<file path="src/rtl/cache_response_packer_pkg.sv">
// Shared types for the cache response packer: memory packets, IOB
// cache bundles, FIFO status and the packer's own state/pending types.
package cache_response_packer_pkg;

  localparam int ADDR_W = 32;
  localparam int DATA_W = 32;
  localparam int STRB_W = DATA_W / 8;
  localparam int FIELDS = 4;
  localparam int ID_W   = 4;
  localparam int HOPS_W = 4;
  localparam int SEQ_W  = 8;

  typedef enum logic [2:0] {
    CMD_INVALID      = 3'd0,
    CMD_MEM_READ     = 3'd1,
    CMD_MEM_WRITE    = 3'd2,
    CMD_MEM_RESPONSE = 3'd3
  } type_memory_cmd;

  typedef struct packed {
    logic [ID_W-1:0] id_cu;
    logic [ID_W-1:0] id_bundle;
    logic [ID_W-1:0] id_lane;
  } MemoryPacketRouteAddress;

  typedef struct packed {
    MemoryPacketRouteAddress from;
    MemoryPacketRouteAddress to;
    logic [HOPS_W-1:0]       hops;
  } MemoryPacketRouteAttributes;

  typedef struct packed {
    logic [ID_W-1:0]  seq_src;
    logic [SEQ_W-1:0] seq_id;
    logic [1:0]       seq_state;
  } MemoryPacketSequence;

  typedef struct packed {
    type_memory_cmd cmd;
    logic [1:0]     buffer;
  } MemoryPacketSubclass;

  typedef struct packed {
    MemoryPacketRouteAttributes route;
    MemoryPacketSequence        seq;
    logic [ADDR_W-1:0]          address;
    MemoryPacketSubclass        subclass;
  } MemoryPacketMeta;

  typedef struct packed {
    logic [FIELDS-1:0][DATA_W-1:0] field;
  } MemoryPacketData;

  typedef struct packed {
    MemoryPacketMeta meta;
    MemoryPacketData data;
  } MemoryPacketPayload;

  typedef struct packed {
    logic               valid;
    MemoryPacketPayload payload;
  } MemoryPacket;

  typedef struct packed {
    logic              valid;
    logic [ADDR_W-1:0] addr;
    logic [DATA_W-1:0] wdata;
    logic [STRB_W-1:0] wstrb;
  } CacheRequestIOB;

  typedef struct packed {
    CacheRequestIOB  iob;
    MemoryPacketMeta meta;
    MemoryPacketData data;
  } CacheRequestPayload;

  typedef struct packed {
    logic               valid;
    CacheRequestPayload payload;
  } CacheRequest;

  typedef struct packed {
    logic              ready;
    logic [DATA_W-1:0] rdata;
  } CacheResponseIOB;

  typedef struct packed {
    logic full;
    logic empty;
    logic valid;
    logic prog_full;
  } FIFOStateSignalsOutput;

  typedef enum logic [2:0] {
    IDLE       = 3'b001,
    ISSUE      = 3'b010,
    WAIT_CACHE = 3'b100
  } type_response_packer_state;

  typedef struct packed {
    MemoryPacketMeta meta;
    MemoryPacketData data;
    logic            is_write;
  } ResponsePackerPending;

  function automatic logic [HOPS_W-1:0] hops_inc(
    input logic [HOPS_W-1:0] h
  );
    return (&h) ? h : h + 1'b1;
  endfunction

endpackage

</file>
<file path="src/rtl/response_packer_fifo.sv">
// First-word-fall-through synchronous FIFO used for pending metadata
// and for the repacked response buffer.
module response_packer_fifo
  import cache_response_packer_pkg::*;
#(
  parameter int WIDTH = 8,
  parameter int DEPTH = 16
) (
  input  logic                  ap_clk,
  input  logic                  ap_rst_n,
  input  logic                  push_i,
  input  logic [WIDTH-1:0]      din_i,
  input  logic                  pop_i,
  output logic [WIDTH-1:0]      dout_o,
  output FIFOStateSignalsOutput signals_o
);

  localparam int PTR_W = (DEPTH > 1) ? $clog2(DEPTH) : 1;
  localparam logic [PTR_W:0] FULL_LVL = (PTR_W+1)'(DEPTH);
  localparam logic [PTR_W:0] PF_LVL   = (PTR_W+1)'(DEPTH - 2);

  logic [WIDTH-1:0] mem_q [DEPTH];
  logic [PTR_W-1:0] wr_q, rd_q;
  logic [PTR_W:0]   cnt_q, cnt_d;
  logic             full, empty, wr_en, rd_en;

  assign full  = (cnt_q == FULL_LVL);
  assign empty = (cnt_q == '0);
  assign wr_en = push_i && !full;
  assign rd_en = pop_i && !empty;

  always_comb begin
    cnt_d = cnt_q;
    if (wr_en && !rd_en) begin
      cnt_d = cnt_q + 1'b1;
    end else if (!wr_en && rd_en) begin
      cnt_d = cnt_q - 1'b1;
    end
  end

  always_ff @(posedge ap_clk or negedge ap_rst_n) begin
    if (!ap_rst_n) begin
      wr_q  <= '0;
      rd_q  <= '0;
      cnt_q <= '0;
    end else begin
      cnt_q <= cnt_d;
      if (wr_en) wr_q <= wr_q + 1'b1;
      if (rd_en) rd_q <= rd_q + 1'b1;
    end
  end

  always_ff @(posedge ap_clk) begin
    if (wr_en) mem_q[wr_q] <= din_i;
  end

  assign dout_o              = mem_q[rd_q];
  assign signals_o.full      = full;
  assign signals_o.empty     = empty;
  assign signals_o.valid     = !empty;
  assign signals_o.prog_full = (cnt_q >= PF_LVL);

endmodule

</file>
<file path="src/rtl/cache_response_packer.sv">
// Forwards CacheRequests to the blocking IOB cache and repacks each completion
// into a CMD_MEM_RESPONSE MemoryPacket. Option: RESPONSE_HOPS_INC_EN.
module cache_response_packer
  import cache_response_packer_pkg::*;
#(
  parameter  int PENDING_DEPTH = 16,
  localparam int COUNT_W       = $clog2(PENDING_DEPTH) + 1
) (
  input  logic                  ap_clk,
  input  logic                  ap_rst_n,
  input  CacheRequest           request_in,
  output logic                  request_in_ready,
  output CacheRequestIOB        cache_request_out,
  input  CacheResponseIOB       cache_response_in,
  output MemoryPacket           response_out,
  input  logic                  response_out_ready,
  output FIFOStateSignalsOutput fifo_response_signals_out,
  output logic                  done_out
`ifdef RESPONSE_HOPS_INC_EN
  ,
  output logic                  protocol_error_out
`endif
);

  localparam int PEND_W = $bits(ResponsePackerPending);
  localparam int RSP_W  = $bits(MemoryPacketPayload);
  localparam logic [COUNT_W-1:0] CREDIT_MAX = COUNT_W'(PENDING_DEPTH);

  type_response_packer_state state_q, state_d;
  CacheRequestIOB            req_q, req_d;
  logic [COUNT_W-1:0]        credit_q, credit_d;
  logic [1:0]                arm_q;
  logic                      rsp_v_q;
  logic [DATA_W-1:0]         rdata_q;

  logic                  accept, drain, cache_done;
  ResponsePackerPending  pend_in, pend_out;
  logic [PEND_W-1:0]     pend_out_w;
  MemoryPacketPayload    rsp_in;
  logic [RSP_W-1:0]      rsp_head_w;
  FIFOStateSignalsOutput meta_sig, rsp_sig;

  always_comb begin
    state_d          = state_q;
    req_d            = req_q;
    request_in_ready = 1'b0;
    unique case (1'b1)
      (state_q == IDLE): begin
        request_in_ready = arm_q[1] && (credit_q != '0);
        if (request_in.valid && request_in_ready) begin
          req_d       = request_in.payload.iob;
          req_d.valid = 1'b0;
          state_d     = ISSUE;
        end
      end
      (state_q == ISSUE): begin
        req_d.valid = 1'b1;
        state_d     = WAIT_CACHE;
      end
      (state_q == WAIT_CACHE): begin
        if (cache_response_in.ready) begin
          req_d.valid = 1'b0;
          state_d     = IDLE;
        end
      end
      default: state_d = IDLE;
    endcase
  end

  assign accept     = request_in.valid && request_in_ready;
  assign drain      = response_out.valid && response_out_ready;
  assign cache_done = (state_q == WAIT_CACHE) && cache_response_in.ready;

  always_comb begin
    credit_d = credit_q;
    if (accept && !drain) begin
      credit_d = credit_q - 1'b1;
    end else if (!accept && drain) begin
      credit_d = credit_q + 1'b1;
    end
  end

  // arm_q delays request_in_ready until two edges after reset release
  always_ff @(posedge ap_clk or negedge ap_rst_n) begin
    if (!ap_rst_n) begin
      state_q  <= IDLE;
      req_q    <= '0;
      credit_q <= CREDIT_MAX;
      arm_q    <= '0;
      rsp_v_q  <= 1'b0;
      rdata_q  <= '0;
    end else begin
      state_q  <= state_d;
      req_q    <= req_d;
      credit_q <= credit_d;
      arm_q    <= {arm_q[0], 1'b1};
      rsp_v_q  <= cache_done;
      if (cache_done) rdata_q <= cache_response_in.rdata;
    end
  end

  assign pend_in.meta     = request_in.payload.meta;
  assign pend_in.data     = request_in.payload.data;
  assign pend_in.is_write = |request_in.payload.iob.wstrb;
  assign pend_out         = ResponsePackerPending'(pend_out_w);

  response_packer_fifo #(
    .WIDTH(PEND_W),
    .DEPTH(2)
  ) u_meta_fifo (
    .ap_clk   (ap_clk),
    .ap_rst_n (ap_rst_n),
    .push_i   (accept),
    .din_i    (pend_in),
    .pop_i    (rsp_v_q),
    .dout_o   (pend_out_w),
    .signals_o(meta_sig)
  );

  // wdata still sits in req_q during the repack cycle: acts as write ack
  always_comb begin
    rsp_in                   = '0;
    rsp_in.meta              = pend_out.meta;
    rsp_in.meta.route.from   = pend_out.meta.route.to;
    rsp_in.meta.route.to     = pend_out.meta.route.from;
`ifdef RESPONSE_HOPS_INC_EN
    rsp_in.meta.route.hops   = hops_inc(pend_out.meta.route.hops);
`endif
    rsp_in.meta.subclass.cmd = CMD_MEM_RESPONSE;
    rsp_in.data              = pend_out.data;
    rsp_in.data.field[0]     = pend_out.is_write ? req_q.wdata : rdata_q;
  end

  response_packer_fifo #(
    .WIDTH(RSP_W),
    .DEPTH(PENDING_DEPTH)
  ) u_rsp_fifo (
    .ap_clk   (ap_clk),
    .ap_rst_n (ap_rst_n),
    .push_i   (rsp_v_q),
    .din_i    (rsp_in),
    .pop_i    (drain),
    .dout_o   (rsp_head_w),
    .signals_o(rsp_sig)
  );

  assign response_out.valid   = !rsp_sig.empty;
  assign response_out.payload = MemoryPacketPayload'(rsp_head_w);
  assign cache_request_out    = req_q;

  assign fifo_response_signals_out.full      = (credit_q == '0);
  assign fifo_response_signals_out.empty     = rsp_sig.empty;
  assign fifo_response_signals_out.valid     = response_out.valid;
  assign fifo_response_signals_out.prog_full = (credit_q <= COUNT_W'(2));

  assign done_out = (credit_q == CREDIT_MAX) && (state_q == IDLE);

`ifdef RESPONSE_HOPS_INC_EN
  logic err_q;

  always_ff @(posedge ap_clk or negedge ap_rst_n) begin
    if (!ap_rst_n) begin
      err_q <= 1'b0;
    end else if (cache_response_in.ready && (state_q != WAIT_CACHE)) begin
      err_q <= 1'b1;
    end
  end

  assign protocol_error_out = err_q;
`endif

  logic unused_sig;
  assign unused_sig = ^{meta_sig, rsp_sig.full, rsp_sig.valid,
                        rsp_sig.prog_full};

endmodule

</file>
<file path="config.mk">
export PLATFORM = sky130hd
export DESIGN_NAME = cache_response_packer
export DESIGN_NICKNAME = d
export VERILOG_FILES = /design/src/rtl/cache_response_packer_pkg.sv /design/src/rtl/response_packer_fifo.sv /design/src/rtl/cache_response_packer.sv
export SDC_FILE = /design/constraint.sdc
export NUM_CORES = 2
export LEC_CHECK = 0
export CORE_MARGIN = 1
export CORE_UTILIZATION = 45
export CTS_CLUSTER_SIZE = 10
export DETAILED_ROUTE_END_ITERATION = 7
export DONT_BUFFER_PORTS = 1
export GPL_TIMING_DRIVEN = 0
export SLEW_MARGIN = 20
export SYNTH_ARGS = -nofsm -noshare
export SYNTH_HDL_FRONTEND = slang
export SYNTH_HIERARCHICAL = 1
export SYNTH_SLANG_ARGS = --single-unit
</file>
<file path="constraint.sdc">
create_clock -name ap_clk -period 21.5 [get_ports ap_clk]
set_clock_uncertainty 0.2 [all_clocks]
set_input_delay 2.15 -clock ap_clk [delete_from_list [all_inputs] [get_ports ap_clk]]
set_output_delay 2.15 -clock ap_clk [all_outputs]
set_load 0.01 [all_outputs]
</file>
# Word level (Yosys, flattened, before mapping)
# Memory sizes are Yosys's and may differ from the RTL's.
# Index checks and enable logic that the tools add are counted.
word_totals:
  in_bits: 313
  ramBits: 3680
  word_cells: 92
  output_inout_bits: 283
  regBits: 129
  n_memories: 2
mem_list:
  columns: ["name", "words", "word_bits", "read_ports", "rd_ports_with_merged_regs", "wr", "line", "rtl"]
  rows:
  - ["u_rsp_fifo.mem_q", 16, 204, 1, 0, 1, "response_packer_fifo.sv:22", "logic [WIDTH-1:0] mem_q [DEPTH];"]
  - ["u_meta_fifo.mem_q", 2, 208, 1, 0, 1, "response_packer_fifo.sv:22", null]
classes:
  order_cmp: 1
  eq_ne: 8
  addsub: 10
  mux: 18
  n_reduce_logical: 38
op_table:
  columns: ["operator", "n"]
  rows:
  - ["69-bit two-way mux", 1]
  - ["32-bit two-way mux", 1]
  - ["5-bit two-way mux", 4]
  - ["1-bit logical AND", 16]
  - ["5-bit by 1-bit adder with 5-bit output (second input constant)", 2]
  - ["5-bit == test (second input constant)", 2]
  - ["1-bit zero test", 10]
  - ["5-bit zero test", 2]
  - ["5-bit by 1-bit subtractor with 5-bit output (second input constant)", 2]
  - ["3-bit one-hot mux with 3 select lines", 1]
  - ["4-bit by 1-bit adder with 4-bit output (second input constant)", 2]
  - ["1-bit two-way mux", 6]
  - ["3-bit two-way mux", 2]
  - ["2-bit nonzero test", 3]
  - ["5-bit by 2-bit less-or-equal comparator with 1-bit output (second input constant)", 1]
  - ["5-bit nonzero test", 1]
  - ["2-bit two-way mux", 2]
  - ["2-bit AND reduction", 2]
  - ["4-bit OR reduction", 1]
  - ["3-bit by 1-bit == test with 1-bit output (second input constant)", 1]
  - ["3-bit by 2-bit == test with 1-bit output (second input constant)", 1]
  - ["3-bit == test (second input constant)", 1]
  - ["1-bit one-hot mux with 3 select lines", 1]
  - ["3-bit AND reduction", 1]
  - ["8 further kinds", 9]

# Depth between registers and ports, before layout
depth:
  depth_word: 9
  mapped_depth: 16
  mapped_depth_nobuf: 15

# Hierarchy
# The synthesis kept the hierarchy.
modules_own_cells:
  columns: ["module", "seq_area_each_um2", "n_inst", "cells_each", "area_each_um2"]
  rows:
  - ["response_packer_fifo (u_rsp_fifo)", 99780.7, 1, 6023, 126796.6]
  - ["response_packer_fifo (u_meta_fifo)", 12592.1, 1, 671, 15667.5]
  - ["cache_response_packer", 2805.2, 1, 319, 4922.2]

# Least setup slack after synthesis
# Ideal clock, no wire load.
synth_path:
  path_kind: "register to register"
  startpoint: "reg u_rsp_fifo.cnt_q[1]"
  endpoint: "mem u_rsp_fifo/mem_q[3][0] in the netlist's numbering (enable)"
  required_time_ns: 20.273
  n_path_buf: 1
  t_arrival_ns: 15.062
  stages_incl_launch_ff: 6
  setup_time_ns: 1.027
  period_less_slack_ns: 16.289
  path_slack_ns: 5.211
  path_cell_list: "dfrtp_1 > or3_1 > o31a_1 > clkbuf_1 > nand2_1 > nor3_1"
synth_between:
  elab_chain_cells: 5
synth_rtl:
  columns: ["item", "line", "rtl"]
  rows:
  - ["from (decl)", "response_packer_fifo.sv:24", "logic [PTR_W:0] cnt_q, cnt_d;"]
  - ["from (signal assigned)", "response_packer_fifo.sv:47", "cnt_q <= cnt_d;"]
  - ["5-bit == test", "response_packer_fifo.sv:27", "assign full = (cnt_q == FULL_LVL);"]
  - ["1-bit zero test", "response_packer_fifo.sv:29", "assign wr_en = push_i && !full;"]
  - ["1-bit logical AND", "response_packer_fifo.sv:29", null]
  - ["via u_rsp_fifo.wr_en", "response_packer_fifo.sv:25", "logic full, empty, wr_en, rd_en;"]
  - ["1-bit two-way mux", "response_packer_fifo.sv:54", "if (wr_en) mem_q[wr_q] <= din_i;"]
  - ["1-bit two-way mux (implied by the code)", "response_packer_fifo.sv:54", null]
  - ["to (decl)", "response_packer_fifo.sv:22", null]
# The timed path passes the listed nets, and every way through them passes these cells.

==> results.toml <==
[run_status]
outcome = "finished clean"

[sta]
period_share_pct = 31.3
max_slew_margin_pct = 28.6
finalSetupViolCount = 0
final_max_slew_viol_count = 0
hold_viol = 0
worstMarginPinSlew_ns = 1.04
tns_ns = 0
max_freq_mhz = 149
rsz0062_at_grt = "no"
period_minus_slack_ns = 6.73

[worst_hold_path]
hp-class = "reg2reg"
min_from = "arm_q[0]"

[cts]
hold_buffers = 0
cts_setup_buffers = 0
cts_sinks = 3787
htreeDepth = 5
cts_buffers = 426
clk_pin_slew_ns = 0.06
tritoncts = "done"
cts_root_buffer = "clkbuf_16"
clockBufferDepth = 4
clk_latency_ns = 0.96
cts_resized = 0

[yosys]
ys_warn_count = 6
syn-cell-area_um2 = 145000
syn-instance-count = 6896
syn-mean-instance-area_um2 = 21.0

[floorplanning]
die_x_um = 569
start_util_pct = 45.4
coreArea_um2 = 319000
dieHeight_um = 569
io_pins = 596
die-area_um2 = 324000
row_count = 207

[setup_path]
r2r_start = "u_rsp_fifo/cnt_q[0]"
startpoint = "u_rsp_fifo/rd_q[3]"
cp.required_ns = 19.15
cp_max_fo = 10
startpoint_type = "flop"
end_kind = "primary output"
setup.worst_path.class = "reg2out"
cp.arrival_ns = 4.38

[place]
io_buffer_count = 0
place.gp.congestion = 0.799
dp.final_hpwl_mm = 258
dpl.cell_count = 11553

[drt]
via_count = 72032
drtIter0Drc = 6785
wl_mm = 384
drt_pass1_iterations = 5
ant_nets = 0
routedWlPerCell_um = 31.6
drc_errors = 0
via_per_inst = 5.93

[run]
max_cap_violations = 0

[finish]
nets = 8026
fin_util_pct = 52.5
fin_cells = 12152
drive_above_1_share_pct = 22.4
syn2layout_area_growth_pct = 15.7

[power_and_ir_drop]
power.density_nw_per_um2 = 132
power.leakage_nw = 55.8
power_mw = 22.2
irDropWorstVdd_mv = 0.0788

[global_route]
grt_max_degree = 130
grt_usage_pct = 23.5
grt_pass1_vias = 73484
grt_pass1_wl_mm = 541
grt_antenna_before_repair = 58
globalRouteOverflowTotal = 0
report_power, final:
part           total, mW  internal (mW)  switching (mW)
registers           9.01           8.85           0.156
clock network       6.32           3.62            2.70
logic               6.83           2.25            4.58
worst paths after layout:
path                                                  to  cells after the start  slack [ns]
worst max-delay path                    response_out[61]                      8       14.77
worst min-delay path                            arm_q[1]                      0        0.17
worst max register to register  u_rsp_fifo/mem_q[1][135]                     12       17.31
worst min register to register                  arm_q[1]                      0        0.17
max in group asynchronous                    credit_q[4]                      0       20.08
min in group asynchronous          cache_request_out[40]                      0        0.70
per-stage QoR:
stage	hold slack (ns)	area [um^2]	worst slack (ns)
after floorplan	0.131	145000	5.23
after global placement	0.142	150000	-14.38
after detailed placement	0.149	156000	15.65
after CTS	0.172	167000	14.61
after global routing	0.176	167000	14.67
final	0.169	168000	14.77
cells in the final DEF (no fill, tap or decap), types with 5 or more instances in the layout:
cell type,instances
o21ai_0,207
xnor2_1,13
buf_1,34
dfrtp_1,127
clkinv_1,10
inv_16,5
a22oi_1,206
inv_1,13
clkbuf_2,11
mux4_2,417
clkinv_8,5
edfxtp_1,3658
mux2i_1,825
clkbuf_16,429
a21oi_1,8
mux2_2,182
conb_1,49
ha_1,14
nor3b_1,6
nand2_1,220
nor2_1,8
buf_2,113
clkbuf_1,250
a221oi_2,20
inv_6,8
a221oi_1,392
buf_8,10
buf_12,117
buf_4,131
buf_6,74
buf_16,64
mux2_4,127
diode_2,36
nor2_4,13
routing by layer:
metal | vias up | wire [um] | track usage [%]
met2 | 2861 | 186000 | 38.4
met1 | 38262 | 153000 | 30.9
li1 | 30295 | - | -
met3 | 582 | 32300 | 5.55
met5 | - | 206 | 0
met4 | 32 | 12800 | 7.93
state kept, by name (all words and copies together), names as in the netlist:
register	cells
rsp_v_q	1
credit_q	5
u_rsp_fifo/rd_q	4
state_q	3
cache_request_out	69
u_meta_fifo/wr_q	1
rdata_q	32
u_meta_fifo/rd_q	1
u_meta_fifo/cnt_q	2
u_rsp_fifo/cnt_q	5
arm_q	2
u_rsp_fifo/wr_q	4
u_meta_fifo/mem_q	346
u_rsp_fifo/mem_q	3312
final cells by class:
| type | count | area [um^2] |
|---|---|---|
| clock inverter | 41 | 558 |
| fill | 24817 | 152000 |
| timing repair buffer | 326 | 5310 |
| antenna | 36 | 90.1 |
| inverter | 15 | 56.3 |
| buffer | 387 | 2110 |
| multi-input combinational | 2754 | 29900 |
| sequential | 3787 | 113000 |
| clock buffer | 522 | 11100 |
| tap | 4284 | 5360 |
critical path, stage by stage (launching register included):
cell and delay [ns]:
dfrtp_1 0.40, buf_2 0.53, inv_2 0.45, clkbuf_2 0.38, buf_12 0.24, clkbuf_1 0.39, a221oi_1 0.40, o21ai_0 0.13
nand2_1 0.47
No activity file was read; power rests on OpenSTA's default activity.
